==> config.mk <==
export PLATFORM = sky130hd
export DESIGN_NAME = field_access_responder
export DESIGN_NICKNAME = d
export VERILOG_FILES = /design/src/rtl/field_access_pkg.sv /design/src/rtl/field_access_bank.sv /design/src/rtl/field_access_responder.sv
export SDC_FILE = /design/constraint.sdc
export NUM_CORES = 1
export LEC_CHECK = 0
export ABC_CLOCK_PERIOD_IN_PS = 2560
export BUFFER_PORTS_ARGS = -buffer_cell sky130_fd_sc_hd__buf_2
export CAP_MARGIN = 0
export CORE_ASPECT_RATIO = 1.4
export CORE_UTILIZATION = 29
export DETAILED_ROUTE_END_ITERATION = 10
export PLACE_DENSITY_LB_ADDON = 0.05
export RECOVER_POWER = 50
export REMOVE_ABC_BUFFERS = 1
export SLEW_MARGIN = 20
export SYNTH_ARGS = -nofsm -noshare
export SYNTH_HDL_FRONTEND = slang
export SYNTH_SLANG_ARGS = --single-unit
export TNS_END_PERCENT = 1
==> constraint.sdc <==
create_clock -name clk -period 2.56 [get_ports clk]
set_input_delay 0.256 -clock clk [delete_from_list [all_inputs] [get_ports clk]]
set_output_delay 0.256 -clock clk [all_outputs]
set_load 0.05 [all_outputs]
==> src/rtl/field_access_pkg.sv <==
// Shared types and constants for the field access responder.
// The read-only field mask is enabled by defining FIELD_ACCESS_RO_MASK_EN.
package field_access_pkg;

  typedef enum logic {
    IDLE = 1'b0,
    RESP = 1'b1
  } fa_state_e;

  localparam int COUNT_W = 16;
  localparam logic [COUNT_W-1:0] COUNT_MAX = '1;

  // Identifiers are compared at 32 bits so any ID_W works against NUM_FIELDS.
  function automatic logic id_in_range(input logic [31:0] id, input logic [31:0] num_fields);
    return id < num_fields;
  endfunction

endpackage

==> src/rtl/field_access_bank.sv <==
// Field storage for the responder: one write port, one asynchronous read port,
// every field cleared by the asynchronous reset.
module field_access_bank #(
  parameter int NUM_FIELDS = 8,
  parameter int DATA_W     = 32,
  parameter int AW         = $clog2(NUM_FIELDS)
) (
  input  logic              clk,
  input  logic              rst_n,
  input  logic              we_i,
  input  logic [AW-1:0]     waddr_i,
  input  logic [DATA_W-1:0] wdata_i,
  input  logic [AW-1:0]     raddr_i,
  output logic [DATA_W-1:0] rdata_o
);

  logic [DATA_W-1:0] mem_q [NUM_FIELDS];

  always_ff @(posedge clk or negedge rst_n) begin
    if (!rst_n) begin
      for (int i = 0; i < NUM_FIELDS; i++) begin
        mem_q[i] <= '0;
      end
    end else if (we_i) begin
      mem_q[waddr_i] <= wdata_i;
    end
  end

  // Callers only use the read value for in-range addresses.
  assign rdata_o = mem_q[raddr_i];

endmodule

==> src/rtl/field_access_responder.sv <==
// Get/set responder over a bank of NUM_FIELDS registers with a counted response channel.
// Optional read-only field mask: define FIELD_ACCESS_RO_MASK_EN to add parameter RO_MASK.
module field_access_responder
  import field_access_pkg::*;
#(
  parameter int NUM_FIELDS = 8,
  parameter int DATA_W     = 32,
  parameter int ID_W       = $clog2(NUM_FIELDS)
`ifdef FIELD_ACCESS_RO_MASK_EN
  ,
  parameter logic [NUM_FIELDS-1:0] RO_MASK = '0
`endif
) (
  input  logic               clk,
  input  logic               rst_n,
  input  logic               req_valid,
  output logic               req_ready,
  input  logic               req_write,
  input  logic [ID_W-1:0]    req_id,
  input  logic [DATA_W-1:0]  req_data,
  output logic               rsp_valid,
  input  logic               rsp_ready,
  output logic [DATA_W-1:0]  rsp_data,
  output logic               rsp_error,
  output logic [COUNT_W-1:0] access_count,
  output logic               fsm_state
);

  localparam int AW = $clog2(NUM_FIELDS);

  // Handshake: a beat transfers on the rising edge where valid & ready are both 1;
  // valid and payload stay stable until that edge, ready may change freely.
  fa_state_e           state_q;
  logic                rsp_valid_q;
  logic [DATA_W-1:0]   rsp_data_q;
  logic                rsp_error_q;
  logic [COUNT_W-1:0]  count_q;
  logic [COUNT_W-1:0]  count_d;

  logic                xfer;
  logic                in_range;
  logic                ro_hit;
  logic                req_err;
  logic                bank_we;
  logic [AW-1:0]       idx;
  logic [DATA_W-1:0]   rd_data;

  assign idx      = req_id[AW-1:0];
  assign in_range = id_in_range(32'(req_id), 32'(NUM_FIELDS));

`ifdef FIELD_ACCESS_RO_MASK_EN
  assign ro_hit = in_range && RO_MASK[idx];
`else
  assign ro_hit = 1'b0;
`endif

  assign req_ready = rst_n && (state_q == IDLE);
  assign xfer      = req_valid && req_ready;
  assign req_err   = !in_range || (req_write && ro_hit);
  assign bank_we   = xfer && req_write && !req_err;
  assign count_d   = (count_q == COUNT_MAX) ? count_q : count_q + COUNT_W'(1);

  field_access_bank #(
    .NUM_FIELDS (NUM_FIELDS),
    .DATA_W     (DATA_W),
    .AW         (AW)
  ) u_bank (
    .clk     (clk),
    .rst_n   (rst_n),
    .we_i    (bank_we),
    .waddr_i (idx),
    .wdata_i (req_data),
    .raddr_i (idx),
    .rdata_o (rd_data)
  );

  always_ff @(posedge clk or negedge rst_n) begin
    if (!rst_n) begin
      state_q     <= IDLE;
      rsp_valid_q <= 1'b0;
      rsp_data_q  <= '0;
      rsp_error_q <= 1'b0;
      count_q     <= '0;
    end else begin
      case (state_q)
        IDLE: begin
          if (xfer) begin
            state_q     <= RESP;
            rsp_valid_q <= 1'b1;
            rsp_data_q  <= (!req_write && in_range) ? rd_data : '0;
            rsp_error_q <= req_err;
          end
        end
        RESP: begin
          if (rsp_ready) begin
            state_q     <= IDLE;
            rsp_valid_q <= 1'b0;
            rsp_data_q  <= '0;
            rsp_error_q <= 1'b0;
            count_q     <= count_d;
          end
        end
        default: begin
          state_q     <= IDLE;
          rsp_valid_q <= 1'b0;
        end
      endcase
    end
  end

  assign rsp_valid    = rsp_valid_q;
  assign rsp_data     = rsp_data_q;
  assign rsp_error    = rsp_error_q;
  assign access_count = count_q;
  assign fsm_state    = state_q;

endmodule
* Word level (Yosys, flattened, before mapping) *
Cells that the tools add are included.
Widths: inputs -> output; s select.

storage, ports and cells
  output and inout bits = 52
  flip-flop bits (word level) = 307

cells by class
  add/subtract/negate cells = 1
  $lt $le $gt $ge = 2
  bitwise gates (word level) = 3
  eq/ne operators = 3
  reduce and logical (&&, ||, !) cells = 6
  multiplexer cells = 18

operator list
  kind                   count
  $bwmux 256             1
  $mux 32                6
  $bmux 32 s3            1
  $demux 32 s3           1
  $pmux 32 s2            1
  $add 16x1->16 const B  1
  $eq 16x16->1 const B   1
  $pmux 1 s2             3
  $mux 1                 5
  $ge 4x4->1 const B     1
  $logic_and 1x1->1      4
  $lt 4x1->1 const B     1
  $ne 2x2->1 const B     2
  $not 3->4              1
  $reduce_and 3->1       1
  $not 1->1              2
  $reduce_and 2->1       1

* Logic depth before layout (Yosys ltp) *
Gate-level depths: netlist of run 1.

  word-level depth = 7
  mapped depth = 7

* By module *
Synthesis of run 1 repeated with hierarchy kept, for this count alone.

unflattened totals
  cells, all modules = 839
  area total of the unflattened synthesis = 13671.9 µm²

by module, submodules not included
  module                  sequential area each (µm²)  area an instance (µm²)  cells each  times used
  field_access_bank       6406.1                      11639.9                 665         1
  field_access_responder  1251.2                      2031.9                  174         1

* Worst setup path after synthesis of run 1 *
No wires, ideal clock.

  kind = reg2reg
  start = register count_q[12] (netlist: access_count[12])
  end = register count_q[1] (netlist: access_count[1])
  path buffers = 1
  cell stages (with the launch flop) = 6
  arrival time = 2010 ps
  library setup time = 125 ps
  setup slack = 425 ps
  cell sequence = dfrtp_1 nand4_2 or4_4 buf_6 nor2b_4 mux2_4

between the ends
  longest elaborated chain between the ends = 3

RTL lines
  element                     RTL line                       text
  start: declaration          field_access_responder.sv:37   logic [COUNT_W-1:0] count_q;
  start signal: assignment    field_access_responder.sv:100  count_q <= count_d;
  $eq 16x16->1                field_access_responder.sv:61   assign count_d = (count_q == COUNT_MAX) ? count_q : count_q + COUNT_W'(1);
  $not 1->1 (no line)         --
  $reduce_and 3->1 (no line)  --

No other way between the ends.
A chain may end at the register's enable or synchronous reset.

* Worst setup path in the final report of run 1 *
  start = register state_q (netlist: fsm_state)
  end = register rsp_data_q[13] (netlist: rsp_data[13])

between the ends
  longest elaborated chain between the ends = 5
  elaborated cells on any way between the ends = 7

RTL lines
  element                     RTL line                      text
  start: declaration          field_access_responder.sv:33  fa_state_e state_q;
  start signal: assignment    field_access_responder.sv:79  state_q <= IDLE;
  start signal: assignment    field_access_responder.sv:88  state_q <= RESP;
  start signal: assignment    field_access_responder.sv:96  state_q <= IDLE;
  $not 1->1                   --
  $logic_and 1x1->1           field_access_responder.sv:57  assign req_ready = rst_n && (state_q == IDLE);
  $logic_and 1x1->1           field_access_responder.sv:58  assign xfer = req_valid && req_ready;
  $ne 2x2->1 (no line)        --
  $reduce_and 2->1 (no line)  --
  end signal: assignment      field_access_responder.sv:90  rsp_data_q <= (!req_write && in_range) ? rd_data : '0;
  end: declaration            field_access_responder.sv:35  logic [DATA_W-1:0] rsp_data_q;

Several ways; a longest one is shown, not always the timed one.

==> summary.md, run 1 <==
| Metric | Value |
|---|---|
| Status | `complete, no violations` |
| Post-route ant nets | `0` |
| Layout cells sized above 1 | `43.6%` |
| Peak supply drop | `0.400 mV` |
| Fmax | `0.435 GHz` |
| All-Layer GR Usage | `16.1%` |
| Met1 Usage GRT | `20.6%` |
| Clock Path Buffers | `3` |
| Die Y | `257 µm` |
| Post-DP HPWL | `22200 µm` |
| CTS Root Cell | `clkbuf_16` |
| Ports | `92` |
| Combinational group share of total power | `15.7%` |
| Clock Power Share | `37.0%` |
| Gate Count Post-Synth | `883` |
| Initial core utilization | `29.3%` |
| CP Data Arrival Time | `2.70 ns` |
| Critical-path top delay cell | `clkbuf_1` |
| CP Depth | `5` |
| CTS tree | `yes` |
| Crit-path cells | `clkbuf_1 -> nand4bb_1 -> clkbuf_1 -> nor2_1 -> a221o_1` |
| Class of the worst hold path | `primary input to flop` |
| Worst setup margin | `0.261 ns` |
| Syn Std Cell Area | `13500 µm²` |
| First-pass GRT wire length | `57000 µm` |
| Worst r2r path cells | `5` |
| Core Area | `46000 µm²` |
| Count of input and output buffers | `90` |
| Via Count | `7918` |
| Mean Syn Cell Area | `15.2 µm²` |
| Routability congestion estimate from global placement | `0.673` |
| Drt first pass iters | `6` |
| CP Class | `flop to flop` |
| Post CTS Setup Buffer Count | `0` |
| Worst-Margin Slew | `1.15 ns` |
| Final Max Slew Viols | `0` |
| Number of synthesized flops with an enable pin | `0` |
| RSZ-0062 raised after global routing | `no` |
| Critical Path RT | `2.96 ns` |
| Sw power | `3.41 mW` |
| Relative slew margins | `23.0%` |
| H-tree Lvls | `2` |
| Sequential share of the synthesized area | `56.9%` |
| Clock sinks | `306` |
| Commonest non-fill, non-tap cells in the layout | `dfrtp_1, mux2_2, clkbuf_1` |
| Hold Violations, Final | `0` |
| Startpoint types | `flop` |
| PD cells | `809 nW/µm²` |
| Layer with the highest usage | `met2` |
| Crit. End Element | `flop` |
| Area leader, netlist | `dfrtp_1` |
| Drt wl/cell | `22.4 µm` |
| Initial DRC count | `254` |
| Final setup fails | `0` |
| Vias per cell | `4.87` |
| Largest fanout on the critical path | `10` |
| DRC errors left | `0` |
| Nets | `1032` |
| Count of different cell masters after synthesis | `54` |
| Warnings, synthesis | `0` |
| Setup TNS | `0 ns` |
| P&R area growth vs syn | `17.6%` |
| Leakage Power | `7.20 nW` |
| Synthesized flop and latch total | `306` |
| Main synth FF type | `dfrtp_1` |
| Clock Latency Late Sink | `0.52 ns` |
| CP bufs+invs | `2` |
| Period Utilization, post-route | `89.8%` |
| CTS Buf Count | `35` |
| Vias in the first global route | `8607` |
| Min Tclk post-route | `2.30 ns` |
| Largest net degree at the start of global routing | `155` |
| Clk slew on worst S/H paths | `0.06 ns` |
| Hold path cells | `2` |
| Met2 usage | `27.9%` |
| Cell Rows | `93` |
| Die X | `184 µm` |
| Internal Power | `9.40 mW` |
| Pre-CTS setup slack | `0.338 ns` |
| Seq pwr share | `47.3%` |
| Area contributors post-synth | `dfrtp_1, mux2_2, mux4_2` |
| Worst Skew | `0.00839 ns` |
| CP peak stage delay | `0.58 ns` |
| Switching Share | `26.6%` |
| Most used cell, CP | `clkbuf_1` |
| Max-Cap Viols | `0` |
| Drt total wl | `36500 µm` |
| GRT met3 Usage | `2.43%` |
| Share of the synthesized area in the top cell type | `56.9%` |
| GR Overflow Total | `0` |
| Ys async rst share | `100%` |
| Initial antenna violation count | `1` |
| Largest delay share family, worst path | `buffers and inverters` |
| Die area | `47300 µm²` |
| Most common cell after layout, fill and taps aside | `dfrtp_1` |
-- cell usage after synthesis, types with 2 or more instances --
cell	count
nand3_1	9
a22oi_1	8
nand2_1	19
a211o_1	3
nor2_1	15
a221oi_1	4
o22ai_1	5
mux2_2	262
mux2i_1	19
nand2b_1	3
dfrtp_1	306
nor4_1	2
a211oi_1	3
and3_1	26
inv_1	2
a221o_1	24
mux4_2	46
buf_4	14
o21ai_0	9
nand3b_1	5
buf_2	26
xnor2_1	11
a22o_1	3
nand4_2	2
nand4_1	4
a21oi_1	8
clkbuf_1	17
o21a_1	2
-- cell type report --
type	instances	area, µm²
fill	4526	30100
inverter	2	7.51
antenna	1	2.50
multi-input combinational	516	5530
sequential	306	7660
clock buffer	55	1040
tap	617	772
timing repair buffer	130	823
-- cell families (layout without fill, tap and decap cells) --
logic type	count (synthesis)	in the layout	synth area share, %
compound gates	77	77	4.54
xor+xnor	12	12	0.781
other cells	1	2	0.0279
mux	329	329	31.2
flops	306	306	56.9
buf+inv	61	187	2.39
simple gates	96	96	4.07
fa+ha+maj	1	1	0.0929
-- power groups by stage --
stage	sequential (mW)	combinational, mW	clock (mW)
after floorplan	6.30	1.14	0
after global placement	6.14	2.06	0
after detailed placement	6.15	2.09	0
after CTS	6.06	2.09	4.96
after global routing	6.17	2.19	5.14
final	6.06	2.01	4.74
-- registers in the layout (all words and copies together), names as in the netlist --
signal	count
u_bank.mem_q	256
fsm_state	1
rsp_valid	1
rsp_data	32
access_count	16
-- routing by layer --
layer / wire (µm) / share of wire (%)
met2: 18700 / 51
met1: 15800 / 43
met5: 0 / 0
met4: 836 / 2.3
met3: 1140 / 3.1
-- final timing paths --
check | from | to | slack [ns]
worst max-delay path | fsm_state | rsp_data[13] | 0.26
worst min-delay path | rsp_ready | rsp_valid | 0.06
worst max register to register | fsm_state | rsp_data[13] | 0.26
worst min register to register | rsp_data[28] | rsp_data[28] | 0.48
max in group asynchronous | rst_n | u_bank.mem_q[206] | 0.51
min in group asynchronous | rst_n | access_count[13] | 0.44
-- repair_timing --
action	CTS	global route
gates resized for setup	0	0
hold buffers	1	0
endpoints found under the hold margin	77	0
-- worst reg2reg max path, cell delays in order, from the launching register on --
cell and delay, ns:
dfrtp_1 0.34, clkbuf_1 0.42, nand4bb_1 0.25, clkbuf_1 0.58, nor2_1 0.26, a221o_1 0.35
-- metrics by stage --
stage | util [%] | instances | cell area, µm² | power [mW] | hold slack [ns]
finish | 34.4 | 1627 | 15800 | 12.8 | 0.0600
detailed placement | 32.4 | 1570 | 14900 | 8.24 | 0.394
global placement | 32.4 | 1570 | 14900 | 8.19 | 0.391
global route | 34.4 | 1626 | 15800 | 13.5 | 0.0479
floorplan | - | 824 | 13100 | 7.44 | -0.0396
CTS | 34.7 | 1626 | 16000 | 13.1 | 0.0236
No activity file was read; power rests on OpenSTA's default activity.
==> run 2, diff against run 1 <==
Settings changed: ABC_CLOCK_PERIOD_IN_PS 2560 to 1900.
Clock period 2.56 ns to 1.9 ns, I/O delays scaled along.
==> run 2 against run 1 <==
Net effect:
- worst setup slack got worse by 0.18 ns
- sequential power is 34% higher
- critical path type unchanged
- worst hold slack worse by 0.040 ns
- die area is the same
- global-route usage grew 0.70 points
- cell count grew 3.9%
- routed wire length grew 3.4%
- highest routed layer unchanged
- non-clock buffer count is 57 higher
- clock power rose by 47%
- register-to-register slack worse by 0.18 ns
- largest cell class unchanged
- first-iteration DRC count rose by 15%
- fmax grew 26%
==> summary.md, run 2 (synthesized netlist as in run 1, its figures left out) <==
| Metric | Value |
|---|---|
| Status | `complete, no violations (unchanged)` |
| Initial antenna violation count | `0 (was 1)` |
| Drt total wl | `37700 µm (was 36500 µm)` |
| Max reg flops | `256 (unchanged)` |
| Top reg by flops | `u_bank.mem_q (unchanged)` |
| Initial core utilization | `29.3% (unchanged)` |
| Largest fanout on the critical path | `8 (was 10)` |
| CP Class | `flop to flop (unchanged)` |
| PD cells | `1070 nW/µm² (was 809 nW/µm²)` |
| Die Y | `257 µm (unchanged)` |
| GR Overflow Total | `0 (unchanged)` |
| Vias per cell | `4.84 (was 4.87)` |
| Post-route ant nets | `0 (unchanged)` |
| Initial DRC count | `293 (was 254)` |
| First-pass GRT wire length | `59400 µm (was 57000 µm)` |
| Clock Power Share | `38.8% (was 37.0%)` |
| Relative slew margins | `30.2% (was 23.0%)` |
| Final setup fails | `0 (unchanged)` |
| Reg-to-reg critical path startpoint | `fsm_state (unchanged)` |
| Die X | `184 µm (unchanged)` |
| Clock Latency Late Sink | `0.53 ns (was 0.52 ns)` |
| Fmax | `0.550 GHz (was 0.435 GHz)` |
| Commonest non-fill, non-tap cells in the layout | `dfrtp_1, mux2_2, clkbuf_1 (unchanged)` |
| Area after DPL | `15300 µm² (was 14900 µm²)` |
| Count of input and output buffers | `90 (unchanged)` |
| Clock Path Buffers | `3 (unchanged)` |
| CP bufs+invs | `3 (was 2)` |
| Hold path cells | `2 (unchanged)` |
| Drt wl/cell | `22.3 µm (was 22.4 µm)` |
| Die area | `47300 µm² (unchanged)` |
| Combinational group share of total power | `15.9% (was 15.7%)` |
| Peak supply drop | `0.518 mV (was 0.400 mV)` |
| Core Area | `46000 µm² (unchanged)` |
| Clk slew on worst S/H paths | `0.06 ns (about the same)` |
| Clock sinks | `306 (unchanged)` |
| Internal Power | `13.3 mW (was 9.40 mW)` |
| CTS Buf Count | `35 (unchanged)` |
| Routability congestion estimate from global placement | `0.687 (was 0.673)` |
| Switching Share | `26.3% (was 26.6%)` |
| Largest delay share family, worst path | `simple AND/OR/NAND/NOR gates (was buffers and inverters)` |
| Critical Path RT | `2.30 ns (was 2.96 ns)` |
| CP peak stage delay | `0.38 ns (was 0.58 ns)` |
| Ports | `92 (unchanged)` |
| Largest net degree at the start of global routing | `106 (was 155)` |
| Drt first pass iters | `6 (unchanged)` |
| Sw power | `4.72 mW (was 3.41 mW)` |
| Min Tclk post-route | `1.82 ns (was 2.30 ns)` |
| Most common cell after layout, fill and taps aside | `dfrtp_1 (unchanged)` |
| Crit-path cells | `and3b_2 -> nand3b_1 -> buf_6 -> nor3_4 -> buf_4 -> buf_16 -> mux2_2 (was clkbuf_1 -> nand4bb_1 -> clkbuf_1 -> nor2_1 -> a221o_1)` |
| All-Layer GR Usage | `16.8% (was 16.1%)` |
| Worst R2R Setup Slack | `0.08 ns (was 0.26 ns)` |
| Worst Min Path Start | `req_data[0] (was rsp_ready)` |
| CTS tree | `yes (unchanged)` |
| Worst-Margin Slew | `1.05 ns (was 1.15 ns)` |
| Hold Violations, Final | `0 (unchanged)` |
| Critical-path top delay cell | `dfrtp_1 (was clkbuf_1)` |
| Via Count | `8192 (was 7918)` |
| Seq pwr share | `45.3% (was 47.3%)` |
| Max-Cap Viols | `0 (unchanged)` |
| Worst Skew | `0.0158 ns (was 0.00839 ns)` |
| H-tree Lvls | `2 (unchanged)` |
| Worst r2r path cells | `7 (was 5)` |
| Nets | `1089 (was 1032)` |
| Worst hold margin | `0.0202 ns (was 0.0600 ns)` |
| Leakage Power | `7.71 nW (was 7.20 nW)` |
| Post-DP HPWL | `23900 µm (was 22200 µm)` |
| RSZ-0062 raised after global routing | `yes (was no)` |
| Layout cells sized above 1 | `47.6% (was 43.6%)` |
| N_diodes | `0 (was 1)` |
| CTS Root Cell | `clkbuf_16 (unchanged)` |
| Class of the worst hold path | `primary input to flop (unchanged)` |
| Vias in the first global route | `9129 (was 8607)` |
| Crit. End Element | `flop (unchanged)` |
| Worst reg2reg endpoint | `u_bank.mem_q[236] (was rsp_data[13])` |
| Cell Rows | `93 (unchanged)` |
| Period Utilization, post-route | `95.8% (was 89.8%)` |
| Post-route design area | `16800 µm² (was 15800 µm²)` |
| P&R area growth vs syn | `24.4% (was 17.6%)` |
| Hold path endpoint | `u_bank.mem_q[96] (was rsp_valid)` |
| CP Data Arrival Time | `2.22 ns (was 2.70 ns)` |
| Startpoint types | `flop (unchanged)` |
| Final Max Slew Viols | `0 (unchanged)` |
| DRC errors left | `0 (unchanged)` |
-- run 2: per-layer routing --
metal / wire length [µm] / share of wire, % / vias to the layer above / GRT usage (%)
met5: 0 / 0 / - / 0
met4: 651 / 1.7 / 0 / 3.89
met3: 1080 / 2.9 / 43 / 2.18
met2: 19300 / 51 / 118 / 29.1
met1: 16600 / 44 / 4370 / 22.2
li1: - / - / 3661 / -
-- run 2: power groups by stage --
| stage | combinational (mW) | sequential [mW] | clock [mW] |
|---|---|---|---|
| after floorplan | 1.54 | 8.49 | 0 |
| after global placement | 2.86 | 8.25 | 0 |
| after detailed placement | 2.90 | 8.26 | 0 |
| after CTS | 2.95 | 8.14 | 7.25 |
| after global routing | 3.13 | 8.29 | 7.48 |
| final | 2.87 | 8.14 | 6.98 |
-- run 2: repair_timing --
| item | 4_1_cts | 5_1_grt |
|---|---|---|
| pin swaps | 1 | 1 |
| gates resized for setup | 13 | 10 |
| setup buffers | 4 | 0 |
| hold buffers | 16 | 0 |
| endpoints found under the hold margin | 98 | 0 |
| cloned | 2 | 0 |
| endpoints found under the setup margin | 64 | 68 |
-- run 2: worst max path at each step --
stage               startpoint                end  slack (ns)  cells past startpoint
global route         fsm_state  u_bank.mem_q[236]       -0.04                      7
CTS                  fsm_state  u_bank.mem_q[246]      -0.003                      7
floorplan            fsm_state  u_bank.mem_q[160]       -1.13                      4
finish               fsm_state  u_bank.mem_q[236]        0.08                      7
global placement     fsm_state  u_bank.mem_q[226]       -0.02                      7
detailed placement   fsm_state  u_bank.mem_q[237]       -0.03                      7
-- run 2: final cells by class --
type                            count  area, µm²
Fill cell                        4442      29200
Sequential cell                   306       7660
Multi-Input combinational cell    516       5600
Timing Repair Buffer              187       1540
Clock buffer                       52       1040
Tap cell                          617        772
Clock inverter                     11        141
Inverter                            2       7.51
-- run 2: stage by stage --
step	setup slack, ns	power [mW]	setup TNS, ns	instances	utilization [%]
floorplan	-1.13	10.0	-237.03	824	-
global placement	-0.0248	11.1	-0.647	1607	33.4
detailed placement	-0.0301	11.2	-0.535	1607	33.4
CTS	-0.00308	18.3	-0.00636	1691	36.5
global route	-0.0397	18.9	-0.475	1691	36.5
finish	0.0806	18.0	0	1691	36.5
==> run 3, diff against run 2 <==
Settings changed: CAP_MARGIN 0 to unset, CELL_PAD_IN_SITES_DETAIL_PLACEMENT set to 1, CELL_PAD_IN_SITES_GLOBAL_PLACEMENT set to 1.
==> run 3 against run 2 <==
Net effect:
- first-iteration DRC count fell by 12%
- sequential share of layout area shrank 0.23 points
- routed wire length increased by 2.5%
- global-route usage rose by 0.25 points
- non-clock buffer count grew 1
- clock-buffer cell count is 5 higher
- register-to-register slack got worse by 0.05 ns
- flip-flop and latch count did not move
==> summary.md, run 3 (synthesized netlist as in run 1, its figures left out) <==
| Metric | Value |
|---|---|
| Status | `complete, no violations (unchanged)` |
| Initial antenna violation count | `1 (was 0)` |
| Peak supply drop | `0.465 mV (was 0.518 mV)` |
| P&R area growth vs syn | `25.1% (was 24.4%)` |
| Max-Cap Viols | `0 (unchanged)` |
| Clock sinks | `306 (unchanged)` |
| RSZ-0062 raised after global routing | `yes (unchanged)` |
| GR Overflow Total | `0 (unchanged)` |
| Vias per cell | `4.86 (was 4.84)` |
| Drt total wl | `38600 µm (was 37700 µm)` |
| DRC errors left | `0 (unchanged)` |
| Worst Min Path Start | `req_data[1] (was req_data[0])` |
| Ports | `92 (unchanged)` |
| Largest fanout on the critical path | `6 (was 8)` |
| CP Class | `flop to flop (unchanged)` |
| Commonest non-fill, non-tap cells in the layout | `dfrtp_1, mux2_2, buf_2 (was dfrtp_1, mux2_2, clkbuf_1)` |
| Vias in the first global route | `9378 (was 9129)` |
| Critical Path RT | `2.29 ns (was 2.30 ns)` |
| Period Utilization, post-route | `98.5% (was 95.8%)` |
| Worst r2r path cells | `7 (unchanged)` |
| Leakage Power | `7.80 nW (was 7.71 nW)` |
| H-tree Lvls | `2 (unchanged)` |
| Cell Rows | `93 (unchanged)` |
| Hold path cells | `2 (unchanged)` |
| Layout cells sized above 1 | `49.3% (was 47.6%)` |
| Clock Latency Late Sink | `0.52 ns (was 0.53 ns)` |
| Largest net degree at the start of global routing | `96 (was 106)` |
| CTS Buf Count | `35 (unchanged)` |
| CP Data Arrival Time | `2.27 ns (was 2.22 ns)` |
| Crit. End Element | `flop (unchanged)` |
| Die Y | `257 µm (unchanged)` |
| CTS tree | `yes (unchanged)` |
| Count of input and output buffers | `90 (unchanged)` |
| CTS Root Cell | `clkbuf_16 (unchanged)` |
| Worst R2R Setup Slack | `0.03 ns (was 0.08 ns)` |
| First-pass GRT wire length | `60600 µm (was 59400 µm)` |
| Clk slew on worst S/H paths | `0.06 ns (about the same)` |
| Post-route ant nets | `0 (unchanged)` |
| Max reg flops | `256 (unchanged)` |
| Hold path endpoint | `u_bank.mem_q[33] (was u_bank.mem_q[96])` |
| Initial core utilization | `29.3% (unchanged)` |
| Core Area | `46000 µm² (unchanged)` |
| Most common cell after layout, fill and taps aside | `dfrtp_1 (unchanged)` |
| Class of the worst hold path | `primary input to flop (unchanged)` |
| N_diodes | `0 (unchanged)` |
| Min Tclk post-route | `1.87 ns (was 1.82 ns)` |
| Total Power | `18.0 mW (about the same)` |
| Initial DRC count | `259 (was 293)` |
| Worst-Margin Slew | `1.19 ns (was 1.05 ns)` |
| Drt first pass iters | `4 (was 6)` |
| Worst Skew | `0.0137 ns (was 0.0158 ns)` |
| Top reg by flops | `u_bank.mem_q (unchanged)` |
| Die area | `47300 µm² (unchanged)` |
| Post-DP HPWL | `24200 µm (was 23900 µm)` |
| All-Layer GR Usage | `17.1% (was 16.8%)` |
| Startpoint types | `flop (unchanged)` |
| Via Count | `8212 (was 8192)` |
| Nets | `1090 (was 1089)` |
| Relative slew margins | `20.9% (was 30.2%)` |
| PD cells | `1070 nW/µm² (about the same)` |
| Clock Path Buffers | `3 (unchanged)` |
| Fmax | `0.534 GHz (was 0.550 GHz)` |
| Final setup fails | `0 (unchanged)` |
| Drt wl/cell | `22.9 µm (was 22.3 µm)` |
| Hold Violations, Final | `0 (unchanged)` |
| Routability congestion estimate from global placement | `0.683 (was 0.687)` |
| Worst hold margin | `0.0258 ns (was 0.0202 ns)` |
| Worst reg2reg endpoint | `u_bank.mem_q[225] (was u_bank.mem_q[236])` |
| Critical path launch point | `fsm_state (unchanged)` |
| Worst setup margin | `0.0290 ns (was 0.0806 ns)` |
| Pre-CTS setup slack | `0.0505 ns (was -0.0301 ns)` |
| Reg-to-reg critical path startpoint | `fsm_state (unchanged)` |
| Final Max Slew Viols | `0 (unchanged)` |
| Setup TNS | `0 ns (unchanged)` |
| Final Non-Filler Cells | `1690 (was 1691)` |
| Dpl cells | `1609 (was 1607)` |
| Die X | `184 µm (unchanged)` |
-- run 3: cell types whose count changed in the layout (fill, tap and decap cells not counted), sizes merged --
| cell | delta |
|---|---|
| buf | +20 |
| clkbuf | -12 |
| clkinv | -4 |
| inv | -3 |
| dlygate4sd3 | -2 |
| bufinv | -1 |
| clkinvlp | +1 |
-- run 3: stage by stage --
step / util [%] / area [µm²]
floorplan: - / 13100
global placement: 33.4 / 15400
detailed placement: 33.4 / 15400
CTS: 36.3 / 16700
global route: 36.6 / 16800
finish: 36.6 / 16800
-- run 3: routing by layer --
metal  vias up  routed length [µm]  global-route usage [%]  share of wire, %
met5         -                  10                       0             0.026
met4         2                 626                    4.03               1.6
met3        45                 965                    2.39               2.5
met2       115               20100                    30.1                52
met1      4401               16900                    21.9                44
li1       3649                   -                       -                 -
-- run 3: worst max-delay path by stage --
stage	end
after global routing	u_bank.mem_q[225]
after detailed placement	u_bank.mem_q[225]
after CTS	u_bank.mem_q[241]
final	u_bank.mem_q[225]
after global placement	u_bank.mem_q[249]
after floorplan	u_bank.mem_q[160]
-- run 3: critical path: stages, from the launching register on --
cell and delay (ns):
dfrtp_1 0.37, and3b_2 0.26, nand3b_1 0.10, buf_6 0.16
nor3_4 0.19, buf_12 0.17, buf_16 0.15, mux2_2 0.33
-- run 3: layout make-up --
type	count	area, µm²
Tap cell	617	772
Clock inverter	4	72.6
Multi-Input combinational cell	516	5610
Inverter	2	7.51
Sequential cell	306	7660
Fill cell	4717	29100
Timing Repair Buffer	188	1610
Clock buffer	57	1110
-- run 3: report_power, final --
part / switching [mW] / internal (mW) / leakage [nW]
clock: 2.73 / 4.26 / 0.578
sequential: 0.559 / 7.58 / 4.03
combinational: 1.41 / 1.51 / 3.20
-- run 3: what timing repair did --
action | in CTS | in global routing
hold buffers | 14 | 0
resized for setup | 0 | 28
endpoints found under the setup margin | 0 | 84
hold endpoints to repair | 237 | 0
buffers inserted | 0 | 3
